$ cat src/rtl/series_engine.sv
// series_engine: fixed-point power-series evaluator with a per-term ratio coefficient.
//   sum = 1 + sum_{k=1..n} (+/-) p^k * prod(c_1..c_k), with p = x or x^2, all saturating.
// Ports: clk/rst (async active-high); start/abort control; x_in, n_terms and mode are
//   captured in LOAD; coef_addr/coef_data form a combinational coefficient read;
//   ready/busy/done report the state; result and the sticky ovf hold the outcome.
module series_engine #(
    parameter int WIDTH = 16,
    parameter int FRAC  = 8,
    parameter int TERMS = 8,
    parameter int CW    = $clog2(TERMS + 1)
) (
    input  logic                    clk,
    input  logic                    rst,
    input  logic                    start,
    input  logic                    abort,
    input  logic signed [WIDTH-1:0] x_in,
    input  logic        [CW-1:0]    n_terms,
    input  logic        [1:0]       mode,
    output logic        [CW-1:0]    coef_addr,
    input  logic signed [WIDTH-1:0] coef_data,
    output logic                    ready,
    output logic                    busy,
    output logic                    done,
    output logic signed [WIDTH-1:0] result,
    output logic                    ovf
);

    typedef enum logic [2:0] {
        S_IDLE, S_INIT, S_LOAD, S_XMUL, S_CMUL, S_ACC, S_DONE
    } state_t;

    localparam logic signed [WIDTH-1:0]   ONE  = {{(WIDTH-1){1'b0}}, 1'b1} << FRAC;
    localparam logic signed [WIDTH-1:0]   SMAX = {1'b0, {(WIDTH-1){1'b1}}};
    localparam logic signed [WIDTH-1:0]   SMIN = {1'b1, {(WIDTH-1){1'b0}}};
    localparam logic signed [2*WIDTH-1:0] PMAX = {{(WIDTH+1){1'b0}}, {(WIDTH-1){1'b1}}};
    localparam logic signed [2*WIDTH-1:0] PMIN = {{(WIDTH+1){1'b1}}, {(WIDTH-1){1'b0}}};

    // Both helpers return {saturated, value}.
    function automatic logic [WIDTH:0] mul_sat(input logic signed [WIDTH-1:0] a,
                                               input logic signed [WIDTH-1:0] b);
        logic signed [2*WIDTH-1:0] prod;
        logic signed [2*WIDTH-1:0] sh;
        prod = $signed({{WIDTH{a[WIDTH-1]}}, a}) * $signed({{WIDTH{b[WIDTH-1]}}, b});
        sh   = prod >>> FRAC;   // arithmetic shift: truncates toward -inf
        if (sh > PMAX)      mul_sat = {1'b1, SMAX};
        else if (sh < PMIN) mul_sat = {1'b1, SMIN};
        else                mul_sat = {1'b0, sh[WIDTH-1:0]};
    endfunction

    function automatic logic [WIDTH:0] add_sat(input logic signed [WIDTH-1:0] a,
                                               input logic signed [WIDTH-1:0] b,
                                               input logic                    sub);
        logic signed [WIDTH:0] s;
        if (sub) s = $signed({a[WIDTH-1], a}) - $signed({b[WIDTH-1], b});
        else     s = $signed({a[WIDTH-1], a}) + $signed({b[WIDTH-1], b});
        if (s[WIDTH] != s[WIDTH-1]) add_sat = {1'b1, (s[WIDTH] ? SMIN : SMAX)};
        else                        add_sat = {1'b0, s[WIDTH-1:0]};
    endfunction

    state_t                  state, next_state;
    logic signed [WIDTH-1:0] tmp;
    logic signed [WIDTH-1:0] p;
    logic        [CW-1:0]    k;
    logic        [CW-1:0]    n_reg;
    logic                    alt;

    logic        [CW-1:0]    n_clamp;
    logic        [WIDTH:0]   sq, mt, mc, acc;

    assign n_clamp = (n_terms > CW'(TERMS)) ? CW'(TERMS) : n_terms;
    assign sq      = mul_sat(x_in, x_in);
    assign mt      = mul_sat(tmp, p);
    assign mc      = mul_sat(tmp, coef_data);
    // Odd terms are subtracted when the alternating-sign mode was captured.
    assign acc     = add_sat(result, tmp, alt & k[0]);

    always_ff @(posedge clk or posedge rst) begin
        if (rst) state <= S_IDLE;
        else     state <= next_state;
    end

    always_comb begin
        next_state = state;
        case (state)
            S_IDLE: if (start) next_state = S_INIT;
            S_INIT: if (abort) next_state = S_IDLE;
                    else if (!start) next_state = S_LOAD;
            S_LOAD: if (abort) next_state = S_IDLE;
                    else next_state = (n_clamp == '0) ? S_DONE : S_XMUL;
            S_XMUL: next_state = abort ? S_IDLE : S_CMUL;
            S_CMUL: next_state = abort ? S_IDLE : S_ACC;
            S_ACC:  if (abort) next_state = S_IDLE;
                    else next_state = (k == n_reg) ? S_DONE : S_XMUL;
            S_DONE: next_state = S_IDLE;
            default: next_state = S_IDLE;
        endcase
    end

    // An aborted cycle makes no datapath update, so partial results stay as they were.
    always_ff @(posedge clk or posedge rst) begin
        if (rst) begin
            tmp    <= '0;
            result <= '0;
            p      <= '0;
            k      <= '0;
            n_reg  <= '0;
            alt    <= 1'b0;
            ovf    <= 1'b0;
        end else if (!abort) begin
            case (state)
                S_INIT: begin
                    tmp    <= ONE;
                    result <= ONE;
                    k      <= CW'(1);
                    ovf    <= 1'b0;
                end
                S_LOAD: begin
                    n_reg <= n_clamp;
                    alt   <= mode[0];
                    p     <= mode[1] ? sq[WIDTH-1:0] : x_in;
                    if (mode[1] && sq[WIDTH]) ovf <= 1'b1;
                end
                S_XMUL: begin
                    tmp <= mt[WIDTH-1:0];
                    if (mt[WIDTH]) ovf <= 1'b1;
                end
                S_CMUL: begin
                    tmp <= mc[WIDTH-1:0];
                    if (mc[WIDTH]) ovf <= 1'b1;
                end
                S_ACC: begin
                    result <= acc[WIDTH-1:0];
                    k      <= k + CW'(1);
                    if (acc[WIDTH]) ovf <= 1'b1;
                end
                default: ;
            endcase
        end
    end

    assign coef_addr = (state == S_CMUL) ? (k - CW'(1)) : '0;
    assign ready     = (state == S_IDLE);
    assign done      = (state == S_DONE);
    assign busy      = (state == S_INIT) || (state == S_LOAD) || (state == S_XMUL) ||
                       (state == S_CMUL) || (state == S_ACC);

endmodule

$ cat config.mk
export PLATFORM = sky130hd
export DESIGN_NAME = series_engine
export DESIGN_NICKNAME = d
export VERILOG_FILES = /design/src/rtl/series_engine.sv
export SDC_FILE = /design/constraint.sdc
export NUM_CORES = 2
export LEC_CHECK = 0
export BUFFER_PORTS_ARGS = -buffer_cell sky130_fd_sc_hd__buf_2
export CAP_MARGIN = 5
export CORE_MARGIN = 2
export CORE_UTILIZATION = 45
export DETAILED_ROUTE_END_ITERATION = 7
export PLACE_DENSITY = 0.64
export SLEW_MARGIN = 20
export SYNTH_ARGS = -nofsm -noshare
export SYNTH_HDL_FRONTEND = slang
export SYNTH_SLANG_ARGS = --single-unit
$ cat constraint.sdc
create_clock -name clk -period 7.2 [get_ports clk]
set_input_delay 0 -clock clk [delete_from_list [all_inputs] [get_ports clk]]
set_output_delay 0 -clock clk [all_outputs]
set_load 0.005 [all_outputs]
==> reports/metrics.cfg <==
[status]
status=complete, no violations

[floorplan]
io_pins=66
core_area_um2=71600
fp-row-count=98
start_util_pct=45.6
die-area_um2=74700
die_h_um=273
die_x_um=273

[cells_and_area]
post_layout_nonfiller_instances=4781
nets=4893
fillers=6665
area_growth_pct=11.9
regArea_um2=1540
largestRegisters=p (16), result (16), tmp (16)
multiInputGateArea_um2=27600
layout-drive-gt1-share_pct=11.2

[timing]
timing.final.ws_setup_ns=0.0102
grt_setup_unrepaired=yes
worst_pin_slew_ns=1.05
finalSetupViolCount=0
fmax_mhz=139
period_minus_slack_ns=7.19
slew_headroom_pct=29.7
period_share_pct=99.9
hold_ws_ns=0.0251
hold_viol=0
clock-skew-final_ns=0.00879
finalMaxSlewViolations=0

[yosys]
ys_async_sr_fraction_pct=100
synth_enable_flop_cells=0
avgSynthCellArea_um2=8.86
ys_seq_area_share_pct=4.68
synth_fp_nets=4751
ys_ff_latch=61
synth_cell_types=77
ys.warnings.count=0
synth_top_flop_cell=dfrtp_1
syn_area_um2=32600
synthCells=3683

[placement]
preCtsSetupSlack_ns=-0.359
dp_hpwl_um=66700
io_buffers=65
routabilityCongestion=0.907
dp_cells=4728

[clocking]
clock_sinks=61
cts_tree=yes
clk_latency_ns=0.37
clk_pin_slew_ns=0.07
clock-root-buffer=clkbuf_16
clockBufferDepth=2
htree_levels=3
cts_made_buffers=9

[critical_path]
path_max_fanout=6
critPathArrivalTime_ns=7.43
worstSetupStartpointType=flip-flop
critical_path_class=flip-flop to flip-flop
worstSetupEndpointType=flip-flop
critical_path_required_ns=7.44

[global_routing]
grt_overflow_total=0
antenna_found_initial=0
grt_max_degree=62
grt_pass1_vias=25700
grt_usage_pct=21.9
grt_pass1_wl_um=131000

[run]
maxCapViolCount=0

[drt]
antenna_left=0
viasPerCell=5.06
wl_um=79100
drc=0
drtIter0Drc=1326
avgRoutedWirePerCell_um=16.5
vias=24200
drt_first_pass_iters=5

[min_path]
hp-class=input port to flip-flop

[cell usage in the layout (no fill, tap or decap), types with 10 or more instances in the layout]
cell type	netlist	layout
nand2b_1	19	18
dlygate4sd3_1	0	10
buf_12	0	18
a21oi_2	0	24
nand2_1	416	412
inv_1	929	924
o31ai_1	18	18
nor3_1	26	24
nor2b_1	11	10
o211ai_1	13	13
dfrtp_2	0	13
xor2_1	33	33
xnor2_1	108	105
ha_1	271	261
buf_4	1	171
clkbuf_16	0	12
a21oi_1	124	94
o21ai_0	79	75
nand3_1	27	27
dfrtp_1	61	48
and3_1	10	10
a21o_1	33	33
nand4_1	17	17
o21a_1	14	14
fa_1	755	747
buf_2	4	66
buf_6	0	14
and2_1	267	266
nor2_1	135	132
[through the flow]
| step | TNS [ns] | utilization [%] | instance area, um2 |
|---|---|---|---|
| after floorplan | 0 | - | 32600 |
| after global placement | -1.68 | 49.0 | 35100 |
| after detailed placement | -2.80 | 49.0 | 35100 |
| after CTS | 0 | 49.9 | 35700 |
| after global routing | -1.21 | 51.0 | 36500 |
| final | 0 | 51.0 | 36500 |
[per-layer routing]
metal	vias up	part of all wire, %	global-route usage, %	routed length [um]
met1	12400	44	29.7	34800
met4	0	2.5	5.72	1970
li1	11300	-	-	-
met3	91	3.4	1.60	2660
met2	473	50	38.0	39600
met5	-	0	0	0
[cell usage after synthesis (3+ instances only)]
cell      count  area, um2
nand4_1      17        106
nor2b_1      11       68.8
xor2_1       33        289
and2_1      267       1670
clkbuf_1    146        548
nand3_1      27        135
o22ai_1       4       25.0
dfrtp_1      61       1530
o21bai_1     10       75.1
a311oi_1      3       26.3
nor4_1       11       68.8
a31oi_1       9       56.3
a221oi_1      3       26.3
ha_1        271       3390
o211ai_1     13       97.6
a31o_2        9       78.8
fa_1        755      15100
a21oi_1     124        621
buf_2         4       20.0
o31ai_1      18        135
or4_1         3       22.5
a21boi_0      3       22.5
a21o_1       33        248
o221ai_1     13        114
a211oi_1     11       82.6
and3_1       10       62.6
buf_1         7       26.3
or3_1         6       37.5
nand3b_1      3       22.5
nor3b_1       4       30.0
or2_2         8       50.1
a41o_1        3       30.0
o21a_1       14        105
mux2i_1       8       80.1
a41oi_1       3       26.3
nand2_1     416       1560
inv_1       929       3490
nor2_1      135        507
o21ai_0      79        395
xnor2_1     108        946
nor3_1       26        130
nand2b_1     19        119
a211o_1       5       43.8
[logic make-up (layout without fill, tap and decap cells)]
kind of cell,Yosys count,count (layout),share of synthesized area (%)
xor gates and xnor gates,142,142,3.85
muxes,10,10,0.315
AOI/OAI and AO/OA,383,383,7.55
buffers and inverters,1089,1236,12.6
other,0,1,0
and+or+nand+nor,971,971,14.3
adders and majority gates,1027,1027,56.8
DFF,61,61,4.68
[worst max-delay path, stage by stage (launching register included)]
cell and delay, ns:
dfrtp_2 0.48, buf_6 0.15, and2_4 0.13, fa_1 0.50
fa_1 0.59, fa_1 0.46, fa_1 0.54, fa_1 0.57
inv_2 0.04, fa_1 0.51, inv_2 0.05, ha_4 0.27
buf_4 0.14, a21oi_2 0.07, nor2_2 0.15, a2111oi_2 0.08
buf_4 0.16, or4_4 0.41, o22ai_2 0.18, mux2i_1 0.25
nand4b_1 0.13, or4_4 0.59, nand3b_1 0.21, a21oi_2 0.19
nor4_4 0.07, mux2i_1 0.14
[layout make-up]
| cell class | count | area share (%) |
|---|---|---|
| clock buffers | 9 | 0.617 |
| inverters | 931 | 9.57 |
| clock inverters | 7 | 0.226 |
| flip-flops and latches | 61 | 4.23 |
| repair buffers | 289 | 6.58 |
| well taps | 950 | 3.26 |
| multi-input cells | 2533 | 75.5 |
| diodes | 1 | 0.00685 |
[path summary, 6_finish.rpt]
check / start / to / slack (ns) / cells after the start
min in group asynchronous: rst / p[15] / 0.45 / 4
min reg2reg: n_reg[1] / n_reg[1] / 0.51 / 2
max reg2reg: tmp[4] / ovf / 0.01 / 25
min: abort / state[1] / 0.03 / 2
max in group asynchronous: rst / tmp[8] / 6.11 / 4
max: tmp[4] / ovf / 0.01 / 25
[what timing repair did]
action / CTS / global route
pin swaps: 9 / 45
gates resized for setup: 32 / 131
hold buffers: 10 / 0
endpoints found under the hold margin: 68 / 0
setup buffers: 6 / 17
endpoints found under the setup margin: 16 / 16
gates cloned: 0 / 4
Power is not shown: default switching activity piles up to over one toggle a cycle in this logic, so the estimate is an artifact.
